==> config.mk <==
export PLATFORM = sky130hd
export DESIGN_NAME = rr_merge_arbiter
export DESIGN_NICKNAME = d
export VERILOG_FILES = /design/src/rtl/rr_merge_arbiter.sv
export SDC_FILE = /design/constraint.sdc
export NUM_CORES = 1
export LEC_CHECK = 0
export CORE_MARGIN = 4
export CORE_UTILIZATION = 30
export CTS_CLUSTER_DIAMETER = 50
export DETAILED_ROUTE_END_ITERATION = 8
export GPL_TIMING_DRIVEN = 0
export PLACE_DENSITY = 0.66
export SLEW_MARGIN = 20
export SYNTH_ARGS = -nofsm -noshare
export SYNTH_HDL_FRONTEND = slang
export SYNTH_SLANG_ARGS = --single-unit
==> constraint.sdc <==
create_clock -name clk -period 4.65 [get_ports clk]
set_input_delay 0.465 -clock clk [delete_from_list [all_inputs] [get_ports clk]]
set_output_delay 0.465 -clock clk [all_outputs]
set_load 0.02 [all_outputs]
==> src/rtl/rr_merge_arbiter.sv <==
// Two-input round-robin packet arbiter feeding one registered output channel.
// A winner keeps the channel until its last beat is accepted, so packets never interleave.
module rr_merge_arbiter #(
    parameter int WIDTH = 8
) (
    input  logic             clk,
    input  logic             rst,
    input  logic             in0_valid,
    input  logic [WIDTH-1:0] in0_data,
    input  logic             in0_last,
    output logic             in0_ready,
    input  logic             in1_valid,
    input  logic [WIDTH-1:0] in1_data,
    input  logic             in1_last,
    output logic             in1_ready,
    output logic             out_valid,
    output logic [WIDTH-1:0] out_data,
    output logic             out_last,
    output logic             out_src,
    input  logic             out_ready,
    output logic             busy,
    output logic [1:0]       dbg_state,
    output logic             dbg_prio
);

    typedef enum logic [1:0] {
        IDLE  = 2'd0,
        LOCK0 = 2'd1,
        LOCK1 = 2'd2
    } state_t;

    state_t state, state_next;
    logic   prio, prio_next;
    logic   can_load;
    logic   grant0, grant1;
    logic   acc0, acc1, accept, acc_last;

    // Handshake: a beat transfers on any edge where valid & ready are both high;
    // ready never depends on data, and a producer holds valid/data until it transfers.
    assign can_load  = !out_valid | out_ready;
    assign in0_ready = can_load & grant0 & !rst;
    assign in1_ready = can_load & grant1 & !rst;
    assign acc0      = in0_valid & in0_ready;
    assign acc1      = in1_valid & in1_ready;
    assign accept    = acc0 | acc1;
    assign acc_last  = acc1 ? in1_last : in0_last;

    assign busy      = (state == LOCK0) || (state == LOCK1);
    assign dbg_state = state;
    assign dbg_prio  = prio;

    always_comb begin
        grant0     = 1'b0;
        grant1     = 1'b0;
        state_next = state;
        prio_next  = prio;
        case (state)
            IDLE: begin
                grant0 = in0_valid & (!in1_valid | !prio);
                grant1 = in1_valid & (!in0_valid | prio);
            end
            LOCK0:   grant0 = 1'b1;
            LOCK1:   grant1 = 1'b1;
            default: state_next = IDLE;
        endcase
        if (accept) begin
            if (acc_last) begin
                state_next = IDLE;
                prio_next  = ~acc1;
            end else begin
                state_next = acc1 ? LOCK1 : LOCK0;
            end
        end
    end

    always_ff @(posedge clk or posedge rst) begin
        if (rst) begin
            state     <= IDLE;
            prio      <= 1'b0;
            out_valid <= 1'b0;
            out_data  <= '0;
            out_last  <= 1'b0;
            out_src   <= 1'b0;
        end else begin
            state <= state_next;
            prio  <= prio_next;
            if (accept) begin
                out_valid <= 1'b1;
                out_data  <= acc1 ? in1_data : in0_data;
                out_last  <= acc_last;
                out_src   <= acc1;
            end else if (out_ready) begin
                // Payload fields keep their last values once the beat is consumed.
                out_valid <= 1'b0;
            end
        end
    end

endmodule

==> metrics <==
maxcap violations=0; maximum fanout along the worst path=17; xor/xnor share of the synthesized area=0; latest clock arrival within the worst-skew pair=280 ps; Clock Sinks=14; GR Util met3=0.0562; most frequent cells in the layout=clkdlybuf4s50_1, dfrtp_1, mux2_2; crit end category=primary output; met2 Use GR=0.198; CORE AREA=0.00252 mm²; CTS tree=built; Arrival @ worst endpoint=2250 ps; cts repair resizes=0; # DRC=0; Cells after Synth=70; crit path cell chain=clkdlybuf4s50_1 -> inv_1 -> nand2_1 -> nor2_1 -> clkdlybuf4s50_1; setup TNS=0 ps; layout cells sized above 1=0.204; Setup Skew=8.83 ps; vias in the first global route=730; VDD IR-drop max=335 µV; Crit path max-delay family=buffers and inverters; die footprint=0.00357 mm²; Slew @ Worst Pin=672 ps; Netlist Area Pre-Place=805 µm²; CTS Hold Bufs=0; 1st-iter DRT viols=4; Max clock buf depth=2; max frequency=368 MHz; initial antenna violation count=0; pins over their slew limit=0; commonest non-fill, non-tap cell in the layout=clkdlybuf4s50_1; Int Pwr=0.490 mW; required time worst endpoint=4180 ps; RSZ-0062 raised after global routing=no; Hold Vio Cnt, Final=0; # rows=18; P_sw=0.314 mW; initial core utilization=0.319; CP most frequent cell=clkdlybuf4s50_1; IO Count=40; post-synthesis compound-gate area fraction=0.120; nature of the critical path startpoint=input pin; HP Class=reg2reg; simple-gate area share of the yosys netlist=0.107; Pleak=0.564 nW; Mapped Nets=97; CTS buffer count=3; syn avg cell area=11.5 µm²; WL final=1980 µm; Synth cell types=21; first-pass GRT wire length=3230 µm; largest family of logic cells by synthesized area=multiplexers; Final Setup Violations=0; total setup buffers inserted after CTS=0; drt first pass iters=3; GRT busiest layer=met2; total gr overflow=0; DR vias/cell=4.62; via count=660; I/O Buffers=39; min cycle time layout=2720 ps; largest stage delay on the critical path=610 ps; FF+latch area=350 µm²; clock power share=0.111; Synth Area in Adders=0.0622; fin crit share=0.584; Routability Congestion=0.747; synthesized flop and latch total=14; clock slew at reported path FFs=80 ps; Yosys warnings=0; status=finished clean; DP HPWL=1580 µm; Slew HR=0.552; nets=141; die width=59.8 µm; antenna cells=0; Power per Cell Area=634 mW/mm²; hold slack=490 ps; fill cell count=247; sequential area share after synthesis=0.435; met1 Resource Use GR=0.138; crit path kind=in2out; multi-input logic area=413 µm²; # H-tree levels=1; Total GRT Usage=0.123; post-route antenna net violation count=0; slowest CP cell=clkdlybuf4s50_1; multiplexer area fraction after synthesis=0.224; combinational power share=0.613; buffer and inverter count on the worst path=3; sequential fraction of design power=0.275; root buf cell=clkbuf_4; die height=59.8 µm; largest net degree at the start of global routing=18; routed length per instance=13.8 µm; area delta synth->final=57.7%; Net Sw Frac=0.390
[registers in the layout (all words and copies together), names as in the netlist]
name / cells
dbg_prio: 1
dbg_state: 2
out_data: 8
out_last: 1
out_src: 1
out_valid: 1
[metrics by stage]
stage	instance area, µm²	util	setup slack, ps	instances	power, mW
after floorplan	805	-	2590	70	0.514
after global placement	1230	0.489	1880	139	0.707
after detailed placement	1230	0.489	1890	139	0.721
after CTS	1270	0.503	1890	143	0.814
after global routing	1270	0.503	1750	143	0.860
final	1270	0.503	1930	143	0.804
[final cells by class]
cell class / instances / share of cell area
well taps: 30 / 0.0296
inverters: 5 / 0.0148
plain buffers: 2 / 0.0178
clock buffers: 4 / 0.0286
multi-input cells: 49 / 0.325
repair buffers: 39 / 0.308
flip-flops and latches: 14 / 0.276
[layer usage]
metal / part of all wire / wire length (µm)
met4: 0.0040 / 8
met3: 0.11 / 221
met1: 0.39 / 773
met2: 0.49 / 973
met5: 0 / 0
[kinds of logic (layout without fill, tap and decap cells)]
group                      count (synthesis)  count (layout)
muxes                                     15              15
buffers and inverters                      7              50
AOI/OAI and AO/OA                         12              12
and+or+nand+nor                           18              18
DFF                                       14              14
adders and majority gates                  4               4
[Yosys cell counts]
cell       instances  area share
mux2_4             4       0.075
nand2b_2           1       0.011
mux2i_1            3       0.037
o21ai_0            2       0.012
o32ai_1            1       0.011
mux2_2             8        0.11
buf_6              2       0.028
a21boi_2           1       0.014
dfrtp_1           14        0.44
a21oi_1            4       0.025
nor2_1             5       0.023
nand2_1            4       0.019
inv_1              5       0.023
o2111ai_4          1       0.033
nand2b_1           1      0.0078
nand3_1            2       0.012
or2_2              2       0.016
nor3_1             3       0.019
ha_1               4       0.062
a31oi_1            2       0.016
o31ai_1            1      0.0093
[worst reg2reg max path, cell delays in order (launching register included)]
cell and delay (ps):
dfrtp_1 400, inv_1 90, ha_1 230, a21boi_2 180
o2111ai_4 290, buf_6 210, mux2_4 310, mux2_4 250
[final timing paths]
| path | slack, ps | end | startpoint | cells past startpoint |
|---|---|---|---|---|
| min | 490 | out_src | out_src | 2 |
| min in group asynchronous | 570 | out_data[1] | rst | 2 |
| max | 1930 | in1_ready | rst | 5 |
| min reg2reg | 490 | out_src | out_src | 2 |
| max reg2reg | 2560 | out_data[4] | dbg_state[0] | 7 |
| max in group asynchronous | 3640 | out_data[7] | rst | 2 |
[power groups by stage]
stage	clock, mW	sequential [mW]	combinational [mW]
global route	0.0996	0.232	0.529
detailed placement	0	0.224	0.497
floorplan	0	0.295	0.219
global placement	0	0.220	0.486
finish	0.0894	0.221	0.493
CTS	0.0925	0.222	0.499
No activity file was read; power rests on OpenSTA's default activity.
